### src/rtl/demux2_q.sv
// Queued 1-to-2 word distributor: one source stream steered by a per-word select
// into two independent FIFOs, each with its own valid/ready consumer handshake.

module demux2_q_fifo #(
    parameter int WIDTH = 16,
    parameter int DEPTH = 2,
    parameter int CW    = $clog2(DEPTH) + 1
) (
    input  logic             i_clk,
    input  logic             i_reset,
    input  logic             i_push,
    input  logic [WIDTH-1:0] i_data,
    input  logic             i_ready,
    output logic [WIDTH-1:0] o_data,
    output logic             o_valid,
    output logic [CW-1:0]    o_count
);
    localparam int PW = $clog2(DEPTH);

    logic [DEPTH-1:0][WIDTH-1:0] r_mem;
    logic [PW-1:0]               r_wr_ptr;
    logic [PW-1:0]               r_rd_ptr;
    logic [CW-1:0]               r_count;
    logic                        w_pop;

    assign o_valid = (r_count != '0);
    assign w_pop   = o_valid & i_ready;
    assign o_data  = r_mem[r_rd_ptr];
    assign o_count = r_count;

    // Pointers wrap naturally; full/empty come from the count alone.
    always_ff @(posedge i_clk) begin
        if (i_reset) begin
            r_mem    <= '0;
            r_wr_ptr <= '0;
            r_rd_ptr <= '0;
            r_count  <= '0;
        end else begin
            if (i_push) begin
                r_mem[r_wr_ptr] <= i_data;
                r_wr_ptr        <= r_wr_ptr + PW'(1);
            end
            if (w_pop)
                r_rd_ptr <= r_rd_ptr + PW'(1);
            if (i_push && !w_pop)
                r_count <= r_count + CW'(1);
            else if (!i_push && w_pop)
                r_count <= r_count - CW'(1);
        end
    end
endmodule

module demux2_q #(
    parameter int WIDTH = 16,
    parameter int DEPTH = 2,
    parameter int CW    = $clog2(DEPTH) + 1
) (
    input  logic             i_clk,
    input  logic             i_reset,
    input  logic [WIDTH-1:0] i_in_data,
    input  logic             i_in_sel,
    input  logic             i_in_valid,
    output logic             o_in_ready,
    output logic [WIDTH-1:0] o_out0_data,
    output logic             o_out0_valid,
    input  logic             i_out0_ready,
    output logic [WIDTH-1:0] o_out1_data,
    output logic             o_out1_valid,
    input  logic             i_out1_ready,
    output logic [CW-1:0]    o_out0_count,
    output logic [CW-1:0]    o_out1_count
);
    localparam int NUM_Q = 2;

    logic [NUM_Q-1:0][WIDTH-1:0] w_data;
    logic [NUM_Q-1:0][CW-1:0]    w_count;
    logic [NUM_Q-1:0]            w_valid;
    logic [NUM_Q-1:0]            w_ready;
    logic [NUM_Q-1:0]            w_full;
    logic [NUM_Q-1:0]            w_push;

    assign w_ready = {i_out1_ready, i_out0_ready};

    // A full queue refuses even if it pops this cycle: no pass-through.
    assign o_in_ready = i_in_sel ? !w_full[1] : !w_full[0];

    for (genvar k = 0; k < NUM_Q; k++) begin : g_q
        assign w_full[k] = (w_count[k] == CW'(DEPTH));
        assign w_push[k] = i_in_valid & o_in_ready & (i_in_sel == k[0]);

        demux2_q_fifo #(.WIDTH(WIDTH), .DEPTH(DEPTH), .CW(CW)) u_fifo (
            .i_clk   (i_clk),
            .i_reset (i_reset),
            .i_push  (w_push[k]),
            .i_data  (i_in_data),
            .i_ready (w_ready[k]),
            .o_data  (w_data[k]),
            .o_valid (w_valid[k]),
            .o_count (w_count[k])
        );
    end

    assign o_out0_data  = w_data[0];
    assign o_out1_data  = w_data[1];
    assign o_out0_valid = w_valid[0];
    assign o_out1_valid = w_valid[1];
    assign o_out0_count = w_count[0];
    assign o_out1_count = w_count[1];
endmodule

### config.mk
export PLATFORM = sky130hd
export DESIGN_NAME = demux2_q
export DESIGN_NICKNAME = d
export VERILOG_FILES = /design/src/rtl/demux2_q.sv
export SDC_FILE = /design/constraint.sdc
export NUM_CORES = 1
export LEC_CHECK = 0
export ABC_CLOCK_PERIOD_IN_PS = 1900
export BUFFER_PORTS_ARGS = -buffer_cell sky130_fd_sc_hd__buf_4
export CORE_MARGIN = 2
export CORE_UTILIZATION = 45
export DETAILED_ROUTE_END_ITERATION = 6
export PLACE_DENSITY = 0.67
export SLEW_MARGIN = 25
export SYNTH_ARGS = -nofsm -noshare
export SYNTH_HDL_FRONTEND = slang
export SYNTH_HIERARCHICAL = 1
export SYNTH_SLANG_ARGS = --single-unit
### constraint.sdc
create_clock -name i_clk -period 1.9 [get_ports i_clk]
set_input_delay 0.285 -clock i_clk [delete_from_list [all_inputs] [get_ports i_clk]]
set_output_delay 0.285 -clock i_clk [all_outputs]
set_load 0.02 [all_outputs]
# Word level (Yosys, flattened, before mapping)
# Index checks and enable logic that the tools add are counted.
# Widths: inputs -> output; s select.
[word_totals] reg_bits=72 output_inout_bits=39 in_bits=22 wordCells=63
[classes] n_lt_le_gt_ge=6 n_eq_ne=2 reduce_logical=16 mux=15 bitwise=6 addsub=8
[op_table] operator="$mux 16" n=6
[op_table] operator="$bwmux 32" n=2
[op_table] operator="$demux 16 s1" n=2
[op_table] operator="$lt 1x2->1 const B" n=4
[op_table] operator="$mux 2" n=4
[op_table] operator="$reduce_bool 2->1" n=4
[op_table] operator="$logic_and 1x1->1" n=6
[op_table] operator="$logic_not 1->1" n=6
[op_table] operator="$and 1x1->1" n=5
[op_table] operator="$add 1x1->1 const B" n=4
[op_table] operator="$add 2x1->2 const B" n=2
[op_table] operator="$eq 2x2->1 const B" n=2
[op_table] operator="$sub 2x1->2 const B" n=2
[op_table] operator="$ge 1x1->1 const B" n=2
[op_table] operator="$mux 1" n=1
[op_table] operator="$not 1->1" n=1

# Depth between registers and ports, before layout
[depth] depth_word=9 ltp_mapped=7 mapped_depth_nobuf=6

# By module
# Netlist, hierarchy kept.
[by_module_without_submodules] mod="demux2_q_fifo" cells_per_inst=178 area_each_um2=1498.9 seq_area_each_um2=720.7 instances=2
[by_module_without_submodules] mod="demux2_q" cells_per_inst=7 area_each_um2=45.0 seq_area_each_um2=0.0 instances=1

# Worst setup path before layout
# Ideal clock, no wire load.
[synth_timing] kind="reg2reg" startpoint="register g_q[0].u_fifo.r_count[0]" endpoint="register g_q[0].u_fifo.r_count[1]" path_slack_ns=0.192 required_ns=1.830 path_stages_with_launch=6 synth_period_minus_slack_ns=1.708 setup_time_ns=0.070 n_path_buf=0 arrival_time_ns=1.638 cell_sequence="dfxtp_1 > nor2b_1 > nor3b_2 > ha_1 > or3_1 > a21oi_1"
[synth_between] elab_chain_len=8 elab_cells_between_ends=16 cone_classes="2 x add/sub; 1 x eq/ne; 3 x mux; 3 x bitwise; 7 x reduce/logical"
[synth_lines] item="from (decl)" line="23" text="logic [CW-1:0] r_count;"
[synth_lines] item="from (signal assigned)" line="46" text="r_count <= r_count + CW'(1);"
[synth_lines] item="from (signal assigned)" line="48" text="r_count <= r_count - CW'(1);"
[synth_lines] item="$eq 2x2->1 *" line="88" text="assign w_full[k] = (w_count[k] == CW'(DEPTH));"
[synth_lines] item="$logic_not 1->1 *" line="85" text="assign o_in_ready = i_in_sel ? !w_full[1] : !w_full[0];"
[synth_lines] item="$mux 1 *" line="85"
[synth_lines] item="$and 1x1->1 * (2 in a row)" line="89" text="assign w_push[k] = i_in_valid & o_in_ready & (i_in_sel == k[0]);"
[synth_lines] item="net w_push[0]" line="80" text="logic [NUM_Q-1:0] w_push;"
[synth_lines] item="$logic_not 1->1" line="47" text="else if (!i_push && w_pop)"
[synth_lines] item="$logic_and 1x1->1" line="47"
[synth_lines] item="$reduce_bool 2->1 (no source line)"
# Mark *: on every way through the listed nets, which the timed path passes. The rest lies on a longest branch. The select of a mux whose other input is x is not followed.
# A chain may end at the register's enable or synchronous reset.

# Final worst setup path
[layout_timing] startpoint="register g_q[1].u_fifo.r_rd_ptr" endpoint="output o_out1_data[13]"
[layout_between] elab_chain_len=2
[layout_lines] item="from (decl)" line="22" text="logic [PW-1:0] r_rd_ptr;"
[layout_lines] item="from (signal assigned)" line="44" text="r_rd_ptr <= r_rd_ptr + PW'(1);"
[layout_lines] item="$mux 16 (not written as such) (2 in a row)" line="28" text="assign o_data = r_mem[r_rd_ptr];"
[layout_lines] item="to (decl)" line="67" text="output logic [WIDTH-1:0] o_out1_data,"
# Every way passes these cells. The select of a mux whose other input is x is not followed.

==> impl_metrics.toml <==
[detailed_routing]
detail_route.drc_violations = 0
drt_antenna_net_count = 0
num_vias = 2589
viasPerCell = 5.127
post_drt_wl_per_cell_um = 14.27
drt-total-wl_um = 7205
dr.first_iter.drc_count = 136
drt_pass1_iterations = 4

[place]
globalplace.congestion = 0.7335
detailed_place.area_um2 = 3535
io_buffers = 60
detailedPlacementHpwl_um = 4829

[clock_network]
clk_latency_ns = 0.34
max-clock-path-buffers = 2
worst_setup_hold_path_clk_slew_ns = 0.07
cts-buffers-inserted = 9
cts_root_buf = "sky130_fd_sc_hd__clkbuf_8"
clock_sinks = 72
hold_buffers = 0
htree_levels = 3
clock_tree_from_tritoncts = "yes"

[setup_path]
reg2reg_from = "g_q[0].u_fifo/o_count[0]"
critPathRequiredTime_ns = 1.62
crit_start = "g_q[1].u_fifo/r_rd_ptr"
register_to_register_setup_slack_ns = 0.15
critical_path_arrival_ns = 1.49
sort_of_element_at_the_start_of_the_critical_path = "register"
critPathCaptureType = "primary output"
cp_max_fanout = 15
worst-r2r-cell-count = 5
path_class = "reg2out"
rr_endpoint = "g_q[0].u_fifo/o_count[1]"

[sta]
final.hold.worst_slack_ns = 0.2146
final.setup_skew_ns = 0.005801
final_max_slew_viol_count = 0
tightestPinTransition_ns = 0.7516
period_needed_ns = 1.776
max_clock_freq_mhz = 563.2
worst_max_slew_margin_expressed_relative_to_the_limit_pct = 49.90
finalSetupViolCount = 0
setup_tns_ns = 0
timing.final.hold_violations = 0
timing.final.crit_share_pct = 93.45

[synthesis]
synth_area_um2 = 3043
synthCells = 363
seq_area_frac_synth_pct = 47.37
synth_nets = 387
yosysTopAreaCell = "sky130_fd_sc_hd__dfxtp_1"
synth_warnings = 6
postSynthRegisterBits = 72
async_flop_share_pct = 0
synth_top_flop_cell = "sky130_fd_sc_hd__dfxtp_1"
synth.avg_cell_area_um2 = 8.383
post_synth_num_cell_types = 21
portion_of_synthesized_cell_area_occupied_by_the_leading_cell_type_pct = 47.37
most_area_consuming_cells_after_synthesis = "sky130_fd_sc_hd__dfxtp_1 (47%), sky130_fd_sc_hd__nand2_1 (16%), sky130_fd_sc_hd__mux2_2 (12%)"
post_synth_most_frequent_cells = "sky130_fd_sc_hd__nand2_1 (131), sky130_fd_sc_hd__dfxtp_1 (72), sky130_fd_sc_hd__a21oi_1 (69), sky130_fd_sc_hd__mux2_2 (32), sky130_fd_sc_hd__buf_4 (8)"
leading_cell_type_by_number_of_instances_after_synthesis = "sky130_fd_sc_hd__nand2_1"
synth-edff-count = 0

[finish]
fin_nets = 447
finalInstanceArea_um2 = 3747
num_antenna_cells = 0
filler_cell_count = 633
layout-drive-gt1-share_pct = 29.21
area_of_combinational_cells_with_multiple_inputs_um2 = 1424
finish.utilization_pct = 58.02
layout.area.seq_um2 = 1441
syn2layout_area_growth_pct = 23.15

[pwr]
switch_share_pct = 32.31
power_frac_seq_pct = 40.7
p_int_uw = 2965
cellLeakagePower_uw = 0.001515
max-vdd-ir-drop_mv = 0.8792
powerDensity_nw_per_um2 = 1169
total_switching_power_uw = 1415
clock_power_share_pct = 28.3
power.combinational.fraction_pct = 31.1

[outcome]
run_status = "finished, final reports clean"

[grt]
use_met3_pct = 6.857
first_global_vias = 2404
grt-ovfl-total = 0
grt_util_met2_pct = 32.84
gr_util_met1_pct = 24.34
initial_antenna_violation_count = 0
grt_pass1_wl_um = 11300
largest_net_degree_at_the_start_of_global_routing = 73
grt.total_usage_pct = 19.61
top_usage_layer = "met2"

[die]
std_cell_rows = 29
design.core.area_um2 = 6459
fp.dieArea_um2 = 7436
floorplan.die.height_um = 86.23
floorplan.initialDensity_pct = 47.11
io_pins = 61
die_w_um = 86.23

[job]
reported_max_cap_violation_count = 0

[worst_hold_path]
whs_path_depth = 3
hold_end = "g_q[1].u_fifo/r_mem[9]"
holdCritPathClass = "in2reg"
worstHoldStart = "i_in_data[9]"
worst max-delay path, cell delays in order, from the launching register on:
cell and delay, ns:
sky130_fd_sc_hd__dfxtp_1 0.44, sky130_fd_sc_hd__buf_12 0.19, sky130_fd_sc_hd__mux2_2 0.36, sky130_fd_sc_hd__buf_4 0.16
worst max path at each step:
| stage | endpoint | slack [ns] | cells after the start |
|---|---|---|---|
| CTS | o_out1_data[13] | 0.11 | 3 |
| global placement | g_q[0].u_fifo/o_count[1] | 0.25 | 5 |
| finish | o_out1_data[13] | 0.12 | 3 |
| global route | g_q[0].u_fifo/o_count[1] | -0.008 | 5 |
| detailed placement | g_q[0].u_fifo/o_count[1] | 0.13 | 5 |
| floorplan | g_q[0].u_fifo/o_count[1] | 0.19 | 5 |
state kept, by name (all words and copies together) (netlist names):
signal and count:
g_q.u_fifo/r_wr_ptr 2, g_q.u_fifo/r_rd_ptr 2, g_q.u_fifo/o_count 4, g_q.u_fifo/r_mem 64
stage by stage:
stage	worst slack, ns	instances	power, uW
floorplan	0.1924	363	2699
global placement	0.2532	489	3143
detailed placement	0.1342	489	3173
CTS	0.1104	505	4414
global route	-0.008059	505	4619
finish	0.1244	505	4380
power groups by stage:
stage / combinational (uW) / clock [uW] / sequential, uW
after global routing: 1470 / 1350 / 1800
after floorplan: 875 / 0 / 1820
after CTS: 1360 / 1270 / 1780
final: 1360 / 1240 / 1780
after detailed placement: 1360 / 0 / 1820
after global placement: 1340 / 0 / 1810
area by class of cell:
cell class | count | share of cell area [%]
flip-flops and latches | 72 | 38.46
multi-input cells | 264 | 38.00
repair buffers | 75 | 15.36
clock buffers | 12 | 4.140
well taps | 77 | 2.571
clock inverters | 4 | 1.369
inverters | 1 | 0.1002
cells by family (layout without fill, tap and decap cells):
group           count (synthesis)  count (layout)  synth area share, %
xor+xnor                        6               6                1.727
simple gates                  150             150                19.98
mux                            32              32                11.84
fa+ha+maj                       2               2               0.8222
flops                          72              72                47.37
buf+inv                        27              92                6.044
compound gates                 74              74                12.21
timing repair:
item / CTS / global route
endpoints found under the setup margin: 0 / 1
resized for setup: 0 / 1
buffers inserted: 0 / 0
per-layer routing:
layer | routed length (um) | vias to the layer above
li1 | - | 1306
met1 | 3099 | 1222
met2 | 3665 | 56
met3 | 377 | 5
met4 | 61 | 0
met5 | 0 | -
cells in the final DEF (no fill, tap or decap):
| master | count |
|---|---|
| sky130_fd_sc_hd__nand2_1 | 131 |
| sky130_fd_sc_hd__buf_4 | 74 |
| sky130_fd_sc_hd__dfxtp_1 | 72 |
| sky130_fd_sc_hd__a21oi_1 | 69 |
| sky130_fd_sc_hd__mux2_2 | 32 |
| sky130_fd_sc_hd__clkbuf_8 | 11 |
| sky130_fd_sc_hd__xor2_1 | 6 |
| sky130_fd_sc_hd__o21ai_0 | 4 |
| sky130_fd_sc_hd__nand2b_1 | 4 |
| sky130_fd_sc_hd__nor2_1 | 4 |
| sky130_fd_sc_hd__nor2b_1 | 3 |
| sky130_fd_sc_hd__or2_2 | 2 |
| sky130_fd_sc_hd__and2_1 | 2 |
| sky130_fd_sc_hd__or3_1 | 2 |
| sky130_fd_sc_hd__ha_1 | 2 |
| sky130_fd_sc_hd__inv_1 | 1 |
| sky130_fd_sc_hd__nor3b_1 | 1 |
| sky130_fd_sc_hd__a31oi_1 | 1 |
| sky130_fd_sc_hd__nor3b_4 | 1 |
| sky130_fd_sc_hd__clkinvlp_4 | 1 |
| sky130_fd_sc_hd__clkinv_2 | 1 |
| sky130_fd_sc_hd__bufinv_16 | 1 |
| sky130_fd_sc_hd__inv_6 | 1 |
| sky130_fd_sc_hd__clkbuf_1 | 1 |
| sky130_fd_sc_hd__buf_12 | 1 |
No activity file was read; power rests on OpenSTA's default activity.
